File: src/rtl/async_fifo_wr_feeder_if.sv
// Stream-side and FIFO-side signals of the write feeder.
// The master modport is the feeder itself. The slave modport is whatever
// sits around it: the upstream source and the FIFO write port.
interface async_fifo_wr_feeder_if #(
    parameter int DATA_WIDTH = 8
);
    logic                  s_valid;
    logic [DATA_WIDTH-1:0] s_data;
    logic                  s_ready;
    logic                  fifo_wr_en;
    logic [DATA_WIDTH-1:0] fifo_data;
    logic                  fifo_full;

    modport master (
        input  s_valid,
        input  s_data,
        input  fifo_full,
        output s_ready,
        output fifo_wr_en,
        output fifo_data
    );

    modport slave (
        output s_valid,
        output s_data,
        output fifo_full,
        input  s_ready,
        input  fifo_wr_en,
        input  fifo_data
    );
endinterface

File: src/rtl/async_fifo_wr_feeder.sv
// Write-side producer for the dual-clock gray-pointer FIFO (wr_clk domain).
// The FIFO registers wr_en internally, samples data one cycle later, and
// silently drops the write if full is high in that cycle. en_d1_q mirrors
// that internal enable register, so the feeder knows exactly which head
// word committed. A word that was dropped stays at the head and is retried.
// A two-entry queue keeps upstream flowing at one word per cycle.
module async_fifo_wr_feeder #(
    parameter int DATA_WIDTH = 8,
    parameter int CNT_WIDTH  = 16
) (
    input  logic                 wr_clk,
    input  logic                 rst_n,
    async_fifo_wr_feeder_if.master bus,
    output logic [CNT_WIDTH-1:0] wr_count_o,
    output logic [CNT_WIDTH-1:0] stall_count_o,
    output logic                 busy_o
);

    logic [DATA_WIDTH-1:0] q_mem_q [2];
    logic                  wr_ptr_q, wr_ptr_d;
    logic                  rd_ptr_q, rd_ptr_d;
    logic [1:0]            cnt_q, cnt_d;
    logic                  en_d1_q;
    logic [CNT_WIDTH-1:0]  wr_count_q, wr_count_d;
    logic [CNT_WIDTH-1:0]  stall_count_q, stall_count_d;
    logic                  s_ready;
    logic                  push;
    logic                  commit;
    logic                  blocked;

    // Accept/commit/stall decisions plus next-state of the queue and statistics.
    always_comb begin
        s_ready       = rst_n && (cnt_q != 2'd2);
        push          = bus.s_valid && s_ready;
        commit        = en_d1_q && !bus.fifo_full && (cnt_q != 2'd0);
        blocked       = en_d1_q && bus.fifo_full;
        wr_ptr_d      = wr_ptr_q;
        rd_ptr_d      = rd_ptr_q;
        cnt_d         = cnt_q;
        if (push) begin
            wr_ptr_d = ~wr_ptr_q;
        end
        if (commit) begin
            rd_ptr_d = ~rd_ptr_q;
        end
        case ({push, commit})
            2'b10:   cnt_d = cnt_q + 2'd1;
            2'b01:   cnt_d = cnt_q - 2'd1;
            default: cnt_d = cnt_q;
        endcase
        wr_count_d    = wr_count_q + {{(CNT_WIDTH-1){1'b0}}, commit};
        stall_count_d = stall_count_q + {{(CNT_WIDTH-1){1'b0}}, blocked};
    end

    // Enable is raised only when a word will be at the head next cycle, which
    // is the cycle in which the FIFO samples fifo_data.
    assign bus.s_ready    = s_ready;
    assign bus.fifo_wr_en = rst_n && (cnt_d != 2'd0);
    assign bus.fifo_data  = rst_n ? q_mem_q[rd_ptr_q] : '0;
    assign busy_o         = (cnt_q != 2'd0);
    assign wr_count_o     = wr_count_q;
    assign stall_count_o  = stall_count_q;

    // Queue pointers, occupancy, the shadow of the FIFO enable register, and the statistics.
    always_ff @(posedge wr_clk or negedge rst_n) begin
        if (!rst_n) begin
            wr_ptr_q      <= 1'b0;
            rd_ptr_q      <= 1'b0;
            cnt_q         <= 2'd0;
            en_d1_q       <= 1'b0;
            wr_count_q    <= '0;
            stall_count_q <= '0;
        end else begin
            wr_ptr_q      <= wr_ptr_d;
            rd_ptr_q      <= rd_ptr_d;
            cnt_q         <= cnt_d;
            en_d1_q       <= bus.fifo_wr_en;
            wr_count_q    <= wr_count_d;
            stall_count_q <= stall_count_d;
        end
    end

    // Queue storage; an accepted word is written at the tail.
    always_ff @(posedge wr_clk or negedge rst_n) begin
        if (!rst_n) begin
            q_mem_q[0] <= '0;
            q_mem_q[1] <= '0;
        end else if (push) begin
            q_mem_q[wr_ptr_q] <= bus.s_data;
        end
    end

endmodule

File: src/flat_wrapper.sv
// flat-port wrapper written by rule: the top's interface ports become plain ports
module async_fifo_wr_feeder_flat 
#(
    parameter int DATA_WIDTH = 8,
    parameter int CNT_WIDTH  = 16
)
  (wr_clk, rst_n, wr_count_o, stall_count_o, busy_o, bus_s_valid, bus_s_data, bus_fifo_full, bus_s_ready, bus_fifo_wr_en, bus_fifo_data);
  async_fifo_wr_feeder_if #(.DATA_WIDTH(DATA_WIDTH)) bus_i ();
  input  logic wr_clk;
  input  logic rst_n;
  output logic [CNT_WIDTH-1:0] wr_count_o;
  output logic [CNT_WIDTH-1:0] stall_count_o;
  output logic busy_o;
  input wire logic [$bits(bus_i.s_valid)-1:0] bus_s_valid;
  input wire logic [$bits(bus_i.s_data)-1:0] bus_s_data;
  input wire logic [$bits(bus_i.fifo_full)-1:0] bus_fifo_full;
  output wire logic [$bits(bus_i.s_ready)-1:0] bus_s_ready;
  output wire logic [$bits(bus_i.fifo_wr_en)-1:0] bus_fifo_wr_en;
  output wire logic [$bits(bus_i.fifo_data)-1:0] bus_fifo_data;
  assign bus_i.s_valid = bus_s_valid;
  assign bus_i.s_data = bus_s_data;
  assign bus_i.fifo_full = bus_fifo_full;
  assign bus_s_ready = bus_i.s_ready;
  assign bus_fifo_wr_en = bus_i.fifo_wr_en;
  assign bus_fifo_data = bus_i.fifo_data;
  async_fifo_wr_feeder #(.DATA_WIDTH(DATA_WIDTH), .CNT_WIDTH(CNT_WIDTH)) u_core (.wr_clk(wr_clk), .rst_n(rst_n), .bus(bus_i), .wr_count_o(wr_count_o), .stall_count_o(stall_count_o), .busy_o(busy_o));
endmodule
File: config.mk
export PLATFORM = sky130hd
export DESIGN_NAME = async_fifo_wr_feeder_flat
export DESIGN_NICKNAME = d
export VERILOG_FILES = /design/src/rtl/async_fifo_wr_feeder_if.sv /design/src/rtl/async_fifo_wr_feeder.sv /design/src/flat_wrapper.sv
export SDC_FILE = /design/constraint.sdc
export NUM_CORES = 1
export LEC_CHECK = 0
export ABC_AREA = 0
export ABC_CLOCK_PERIOD_IN_PS = 2600
export CORE_MARGIN = 2
export CORE_UTILIZATION = 50
export DETAILED_ROUTE_END_ITERATION = 8
export PLACE_DENSITY = 0.78
export SLEW_MARGIN = 20
export SYNTH_ARGS = -nofsm -noshare
export SYNTH_HDL_FRONTEND = slang
export SYNTH_SLANG_ARGS = --single-unit
File: constraint.sdc
create_clock -name wr_clk -period 2.6 [get_ports wr_clk]
set_clock_uncertainty 0.05 [all_clocks]
set_input_delay 0.26 -clock wr_clk [delete_from_list [all_inputs] [get_ports wr_clk]]
set_output_delay 0.26 -clock wr_clk [all_outputs]
set_load 0.02 [all_outputs]
# Yosys cells after proc, flatten, opt, wreduce, memory -nomap -nowiden
# Index checks and enable logic that the tools add are counted.
dict set report totals {
  elab_cells 40
  reg_bits 53
  in_bits 12
  out_inout_bits 43
}
dict set report op_classes {
  n_eq_ne 3
  addsub 4
  n_bitwise 4
  n_reduce_logical 10
  mux 8
  order_cmp 3
}
# cell n
set op_table {}
lappend op_table {{$mux W8} 5}
lappend op_table {{$add A16 B1 Y16} 2}
lappend op_table {{$bwmux W16} 1}
lappend op_table {{$demux W8 S1} 1}
lappend op_table {{$logic_and A1 B1 Y1} 7}
lappend op_table {{$ge A2 B2 Y1 const B} 2}
lappend op_table {{$not A1 Y2} 2}
lappend op_table {{$pmux W2 S2} 1}
lappend op_table {{$reduce_bool A2 Y1} 2}
lappend op_table {{$add A2 B1 Y2 const B} 1}
lappend op_table {{$eq A2 B1 Y1 const B} 1}
lappend op_table {{$eq A2 B2 Y1 const B} 1}
lappend op_table {{$lt A2 B1 Y1 const B} 1}
lappend op_table {{$ne A2 B2 Y1 const B} 1}
lappend op_table {{$not A1 Y1} 2}
lappend op_table {{$sub A2 B1 Y2 const B} 1}
lappend op_table {{$logic_not A1 Y1} 1}

# Longest topological paths before layout
# Gate-level depths: netlist (run 1).
dict set report depth {
  depth_word 7
  ltp_mapped 8
  mapped_depth_nobuf 7
}

# Least setup slack after synthesis (run 1)
# OpenSTA, ideal clock, no wires.
dict set report synth_path {
  path_type {flip-flop to output port}
  from {register u_core.cnt_q[0]}
  to {output bus_fifo_wr_en}
  path_buffers 1
  path_slack_ns 0.169
  arrival_time_ns 2.121
  stages_incl_launch_ff 8
  required_ns 2.290
  cell_sequence {dfrtp_1 -> buf_6 -> or2_2 -> and3b_1 -> ha_1 -> nand3b_1 -> a21oi_1 -> nor3b_1}
}
dict set report synth_between {
  word_cells_on_any_way 12
  cone_classes {add/sub: 2; eq/ne: 3; mux: 1; reduce/logical: 6}
}
# element line_no
set synth_rtl {}
lappend synth_rtl {{from (decl)} async_fifo_wr_feeder.sv:22} ;# logic [1:0] cnt_q, cnt_d;
lappend synth_rtl {{from (signal assigned)} async_fifo_wr_feeder.sv:76} ;# cnt_q <= cnt_d;
lappend synth_rtl {{$reduce_bool A2 Y1 (*)} -}
lappend synth_rtl {{named net busy_o} flat_wrapper.sv:13} ;# output logic busy_o;
lappend synth_rtl {{$logic_and A1 B1 Y1 (*)} async_fifo_wr_feeder.sv:35} ;# commit = en_d1_q && !bus.fifo_full && (cnt_q != 2'd0);
lappend synth_rtl {{$eq A2 B1 Y1 / $eq A2 B2 Y1 (equally long branches)} async_fifo_wr_feeder.sv:46} ;# case ({push, commit})
lappend synth_rtl {{$pmux W2 S2 (*)} async_fifo_wr_feeder.sv:46}
lappend synth_rtl {{$reduce_bool A2 Y1 (*)} async_fifo_wr_feeder.sv:58} ;# assign bus.fifo_wr_en = rst_n && (cnt_d != 2'd0);
lappend synth_rtl {{$logic_and A1 B1 Y1 (*)} async_fifo_wr_feeder.sv:58}
lappend synth_rtl {{to (decl)} flat_wrapper.sv:18} ;# output wire logic [$bits(bus_i.fifo_wr_en)-1:0] bus_fifo_wr_en;
# Mark *: on every way through the listed nets, which the timed path passes. The rest lies on a longest branch.

# Worst setup path after layout (run 1)
dict set report layout_path {
  from {register u_core.cnt_q[1]}
  to {output bus_fifo_wr_en}
}
dict set report layout_between {
  elab_chain_len 7
  word_cells_on_any_way 12
  cone_classes {add/sub: 2; eq/ne: 3; mux: 1; reduce/logical: 6}
}
# element line_no
set layout_rtl {}
lappend layout_rtl {{$ne A2 B2 Y1} async_fifo_wr_feeder.sv:33} ;# s_ready = rst_n && (cnt_q != 2'd2);
lappend layout_rtl {{$logic_and A1 B1 Y1} async_fifo_wr_feeder.sv:33}
lappend layout_rtl {{$logic_and A1 B1 Y1} async_fifo_wr_feeder.sv:34} ;# push = bus.s_valid && s_ready;
lappend layout_rtl {{$eq A2 B1 Y1 / $eq A2 B2 Y1 (equally long branches)} async_fifo_wr_feeder.sv:46}
lappend layout_rtl {{$pmux W2 S2 (*)} async_fifo_wr_feeder.sv:46}
lappend layout_rtl {{$reduce_bool A2 Y1 (*)} async_fifo_wr_feeder.sv:58}
lappend layout_rtl {{$logic_and A1 B1 Y1 (*)} async_fifo_wr_feeder.sv:58}
# Mark *: on every way between the ends. The rest lies on a longest branch, timed or not.

==> flow_summary_export.csv, run 1 <==
group,metric,value,unit
status,status,"finished clean",
worst_setup_path,path_buf_inv,1,
worst_setup_path,crit_slowest_cell,"dfrtp_1",
placed_design,port_buffers,54,
worst_setup_path,crit_family,"simple AND/OR/NAND/NOR gates",
clocking,cts_tree,"done",
drt,initialDrtViolationCount,89,
finish,regArea,1330,µm²
clocking,clkTransAtPathRegs,0.09,ns
global_routing,overflow,0,
logic_synthesis,avgSynthCellArea,12.9,µm²
finish,multi_input_area,1100,µm²
worst_setup_path,critical_path.max_fanout,5,
finish,syn_to_final_growth,29.8,%
global_routing,grt_pass1_wl,7.55,mm
placed_design,post-place-cells,316,
job,maxCapViolations,0,
worst_hold_path,worstHoldPathType,"primary input to asynchronous set/reset pin",
timing,setup_tns,0,ns
logic_synthesis,synth_area_leaders,"dfrtp_1, xor2_1, mux2_4",
drt,drc,0,
timing,rsz0062_at_grt,"false",
worst_setup_path,cp-end-kind,"output pin",
drt,totalWireLength,4.47,mm
logic_synthesis,yosys-top-cells-count,"dfrtp_1, xor2_1, xnor2_1",
finish,nFillCells,373,
logic_synthesis,synth_cells,191,
power,finalPower,2840,µW
drt,ant_nets,0,
clocking,numCtsBuffers,5,
timing,hold_violations,0,
logic_synthesis,yosysWarnings,0,
clocking,htreeDepth,2,
worst_setup_path,crit_required,2.29,ns
power,vdd_ir_drop_max,0.642,mV
logic_synthesis,synth_flop_cell,"dfrtp_1",
floorplanning,die_area,5500,µm²
worst_setup_path,crit_chain,"or2_2 > and3b_1 > ha_1 > nand3b_1 > a21oi_1 > nor3b_2 > buf_2",
worst_setup_path,critical_path_class,"register to output pin",
logic_synthesis,ys_ff_latch,53,
floorplanning,fp.coreArea,4720,µm²
drt,via_per_inst,5.07,
finish,final_layout_size_suffix_gt1_frac,0.175,
logic_synthesis,synth_top_area_cell,"dfrtp_1",
drt,vias,1644,
timing,relSlewSlack,0.646,
floorplanning,die_x,74.2,µm
floorplanning,start_util,0.521,
worst_setup_path,cpPeakStageDelay,0.39,ns
logic_synthesis,seq_area_frac_synth,0.539,
worst_setup_path,crit_arrival,2.15,ns
worst_setup_path,r2r_slack,0.55,ns
timing,maxSlewViolCount,0,
worst_setup_path,r2r_start,"u_core.cnt_q[1]",
placed_design,gp_congestion,0.760,
worst_setup_path,r2r_cells,8,
global_routing,antenna_found_initial,0,
clocking,clock-sinks,53,
finish,final_nets,273,
power,p_per_area,889,nW/µm²
floorplanning,die_h,74.2,µm
timing,tightest_slew,0.530,ns
timing,fmax,0.406,GHz
logic_synthesis,synthArstFlopShare,1.00,
logic_synthesis,syn_area,2460,µm²
timing,period_minus_slack,2.46,ns
logic_synthesis,yosysTopAreaCellShare,0.539,
clocking,postCtsSetupBuffers,0,
timing,finalCritPeriodShare,0.946,
finish,instances_no_fill,324,
power,leakage,0.00146,µW
finish,final_area,3200,µm²
global_routing,track_usage,0.182,
floorplanning,rows,25,
clocking,clk-insertion-delay-late,0.30,ns
placed_design,hpwl,3.29,mm
global_routing,grt_max_degree,44,
drt,wire_per_inst,13.8,µm
logic_synthesis,synth-edff-count,0,
clocking,cts_root_buffer,"clkbuf_8",
clocking,holdBufCountCts,0,
drt,dr.pass1.iters,4,
worst_setup_path,start_kind,"register",
logic_synthesis,ys_types,33,
worst_setup_path,r2r_end,"u_core.wr_count_o[14]",
timing,setup_viol,0,
placed_design,place_area,3110,µm²
floorplanning,num_io_pins,55,
finish,n_antenna_cell,0,
logic_synthesis,synth_nets,208,
clocking,cts_buffer_depth,2,
logic_synthesis,yosysMostFrequentCell,"dfrtp_1",
global_routing,grt_pass1_vias,1594,
worst reg2reg max path: cells and delay by family (launching register included):
family | cells | cell delay, ns
AND/OR/NAND/NOR | 4 | 0.87
flip-flops | 1 | 0.36
adder cells (fa/ha/maj) | 2 | 0.40
buffers and inverters | 1 | 0.12
XOR/XNOR | 1 | 0.17
layout make-up:
type | count | share of cell area
Sequential cell | 53 | 0.415
Multi-Input combinational cell | 131 | 0.344
Timing Repair Buffer | 62 | 0.185
Tap cell | 67 | 0.0262
Clock buffer | 5 | 0.0215
Clock inverter | 3 | 0.00548
Inverter | 3 | 0.00352
power breakdown:
group          total (µW)  switching, µW  leakage, µW  internal, µW
Sequential           1290            222     0.000665          1060
Combinational        1110            483     0.000753           626
Clock                 449            262    0.0000439           186
layout by cell type, fill, tap and decap left out:
master           instances
a21oi_1                  1
and2_1                   2
and3b_1                  1
and4_1                   1
and4b_1                  1
buf_2                    2
buf_4                    8
clkbuf_8                 5
clkdlybuf4s50_1         52
clkinv_2                 2
clkinvlp_4               1
dfrtp_1                 53
ha_1                     5
inv_1                    3
mux2_2                   8
mux2_4                   8
mux2i_1                  8
nand2_1                  9
nand2b_1                 1
nand2b_4                 1
nand3_1                  9
nand3_2                  1
nand3b_1                 1
nand4_1                  6
nand4_2                  2
nand4_4                  1
nor2_1                   6
nor2b_1                  8
nor3_1                   7
nor3b_2                  1
nor4_1                   4
nor4_2                   4
nor4bb_1                 1
or2_2                    1
xnor2_1                 12
xor2_1                  21
metal layers:
layer	wire length, µm	GRT usage
met1	2120	0.257
met2	2060	0.272
met3	216	0.0488
met4	72	0.0667
met5	0	0
what timing repair did:
item,4_1_cts,5_1_grt
gates resized for setup,5,1
endpoints found under the setup margin,1,1
endpoints found under the hold margin,0,0
pin swaps,0,0
flip-flops by register name, indices dropped and copies added, names as in the netlist:
register              flops
u_core.cnt_q              2
u_core.q_mem_q           16
u_core.stall_count_o     16
u_core.wr_ptr_q           1
u_core.wr_count_o        16
u_core.rd_ptr_q           1
u_core.en_d1_q            1
kinds of logic after synthesis:
family,Yosys count,share of synthesized area
AO/OA/AOI/OAI,1,0.00203
multiplexers,24,0.118
buffers and inverters,7,0.0173
adder cells (fa/ha/maj),5,0.0254
XOR/XNOR,33,0.117
flip-flops,53,0.539
AND/OR/NAND/NOR,68,0.181
worst max path at each step:
stage / from / end / slack, ns / depth (start not counted)
2_1_floorplan: u_core.cnt_q[0] / bus_fifo_wr_en / 0.17 / 7
3_3_place_gp: bus_fifo_full / bus_fifo_wr_en / -0.006 / 7
3_5_place_dp: bus_fifo_full / bus_fifo_wr_en / -0.08 / 7
4_1_cts: u_core.cnt_q[1] / bus_fifo_wr_en / 0.08 / 7
5_1_grt: u_core.cnt_q[1] / bus_fifo_wr_en / 0.03 / 7
6_report: u_core.cnt_q[1] / bus_fifo_wr_en / 0.14 / 7
metrics by stage:
| stage | setup WS (ns) | utilization | hold WS [ns] |
|---|---|---|---|
| floorplan | 0.169 | - | -0.0856 |
| global placement | -0.00578 | 0.659 | 0.390 |
| detailed placement | -0.0820 | 0.659 | 0.389 |
| CTS | 0.0837 | 0.676 | 0.0539 |
| global route | 0.0252 | 0.677 | 0.0790 |
| finish | 0.139 | 0.677 | 0.0327 |
Power figures use the tool's default switching activity.
==> inputs of run 2 (changes only) <==
Settings changed: CORE_ASPECT_RATIO set to 1.1.
==> flow_summary_export.csv, run 2 (synthesis results as in run 1) <==
group,metric,value,unit
clocking,cts_buffer_depth,2,
worst_setup_path,crit_required,2.29,ns
timing,setup_tns,0,ns
worst_hold_path,hold-path-cell-count,1,
worst_setup_path,r2r_end,"u_core.wr_count_o[14]",
timing,fmax,0.412,GHz
global_routing,antenna_found_initial,0,
timing,period_minus_slack,2.42,ns
drt,wire_per_inst,14.3,µm
floorplanning,rows,26,
timing,rsz0062_at_grt,"false",
drt,vias,1648,
global_routing,grt_pass1_vias,1629,
worst_setup_path,r2r_cells,8,
floorplanning,start_util,0.526,
power,p_per_area,887,nW/µm²
clocking,numCtsBuffers,5,
clocking,cts_tree,"done",
finish,layout_commonest_cell,"dfrtp_1",
drt,drc,0,
drt,totalWireLength,4.51,mm
drt,dr.pass1.iters,4,
floorplanning,fp.coreArea,4680,µm²
worst_setup_path,cp-end-kind,"output pin",
drt,initialDrtViolationCount,85,
timing,setup_viol,0,
power,leakage,0.00146,µW
floorplanning,die_area,5500,µm²
clocking,htreeDepth,2,
global_routing,track_usage,0.176,
floorplanning,die_h,77.6,µm
drt,via_per_inst,5.23,
placed_design,port_buffers,54,
clocking,clock-sinks,53,
timing,relSlewSlack,0.638,
worst_hold_path,min_from,"u_core.wr_count_o[15]",
worst_setup_path,r2r_start,"u_core.cnt_q[1]",
clocking,postCtsSetupBuffers,0,
worst_setup_path,critical_path.max_fanout,4,
worst_setup_path,start_kind,"register",
floorplanning,die_x,70.9,µm
timing,tightest_slew,0.544,ns
worst_setup_path,crit_arrival,2.11,ns
clocking,cts_root_buffer,"clkbuf_8",
worst_hold_path,worstHoldPathType,"register to register",
worst_hold_path,hold_end,"u_core.wr_count_o[15]",
placed_design,gp_congestion,0.805,
power,finalPower,2830,µW
finish,n_antenna_cell,0,
placed_design,post-place-cells,306,
global_routing,grt_pass1_wl,7.64,mm
global_routing,grt_max_degree,36,
drt,ant_nets,0,
clocking,clkTransAtPathRegs,0.09,ns
finish,final_nets,275,
power,vdd_ir_drop_max,0.579,mV
worst_setup_path,critical_path_class,"register to output pin",
floorplanning,num_io_pins,55,
finish,final_cell_mix,"dfrtp_1, clkdlybuf4s50_1, xor2_1, xnor2_1",
clocking,clk-insertion-delay-late,0.30,ns
finish,instances_no_fill,315,
timing,hold_violations,0,
finish,utilization,0.681,
status,status,"finished clean",
timing,finalCritPeriodShare,0.932,
placed_design,hpwl,3.31,mm
worst_setup_path,r2r_slack,0.58,ns
finish,final_layout_size_suffix_gt1_frac,0.162,
timing,maxSlewViolCount,0,
job,maxCapViolations,0,
finish,syn_to_final_growth,29.5,%
global_routing,overflow,0,
==> run 2: area by class of cell <==
| cell class | instances | area [µm²] |
|---|---|---|
| inverter | 3 | 11.3 |
| tap | 56 | 70.1 |
| clock buffer | 8 | 80.1 |
| timing repair buffer | 64 | 608 |
| multi-input combinational | 131 | 1090 |
| fill | 387 | 1500 |
| sequential | 53 | 1330 |
==> run 2: worst max path at each step <==
stage | start | end | cells after the start
after floorplan | u_core.cnt_q[0] | bus_fifo_wr_en | 7
after CTS | u_core.cnt_q[1] | bus_fifo_wr_en | 7
after detailed placement | bus_fifo_full | bus_fifo_wr_en | 7
final | u_core.cnt_q[1] | bus_fifo_wr_en | 7
after global routing | u_core.cnt_q[1] | bus_fifo_wr_en | 7
after global placement | bus_fifo_full | bus_fifo_wr_en | 7
==> run 2: through the flow <==
| stage | hold slack, ns | cell area [µm²] | setup slack [ns] |
|---|---|---|---|
| after global placement | 0.277 | 3100 | 0.0266 |
| final | 0.428 | 3190 | 0.176 |
| after global routing | 0.438 | 3190 | 0.0449 |
| after floorplan | -0.0856 | 2460 | 0.169 |
| after CTS | 0.433 | 3190 | 0.00649 |
| after detailed placement | 0.275 | 3100 | -0.0304 |
==> run 2: what timing repair did <==
| action | 4_1_cts | 5_1_grt |
|---|---|---|
| gates resized for setup | 1 | 3 |
| hold endpoints to repair | 22 | 0 |
| gates cloned | 0 | 0 |
| hold buffers | 1 | 0 |
| endpoints found under the setup margin | 1 | 1 |
==> run 2: where the power goes <==
part           total [µW]  switching [µW]  internal, µW
Clock                 436             244           192
Combinational        1100             475           628
Sequential           1290             225          1060
Total                2830             944          1880
==> run 2: critical path, cell delays in order (launching register included) <==
cell      delay [ns]
dfrtp_1         0.38
or2_2           0.30
and3b_1         0.18
ha_1            0.32
nand3b_1        0.12
a21oi_1         0.07
nor3b_1         0.24
clkbuf_2        0.22
==> run 2: routing by layer <==
layer,GRT usage,share of wire
met1,0.231,0.45
met2,0.287,0.50
met3,0.0455,0.046
met4,0.0509,0.0098
met5,0,0
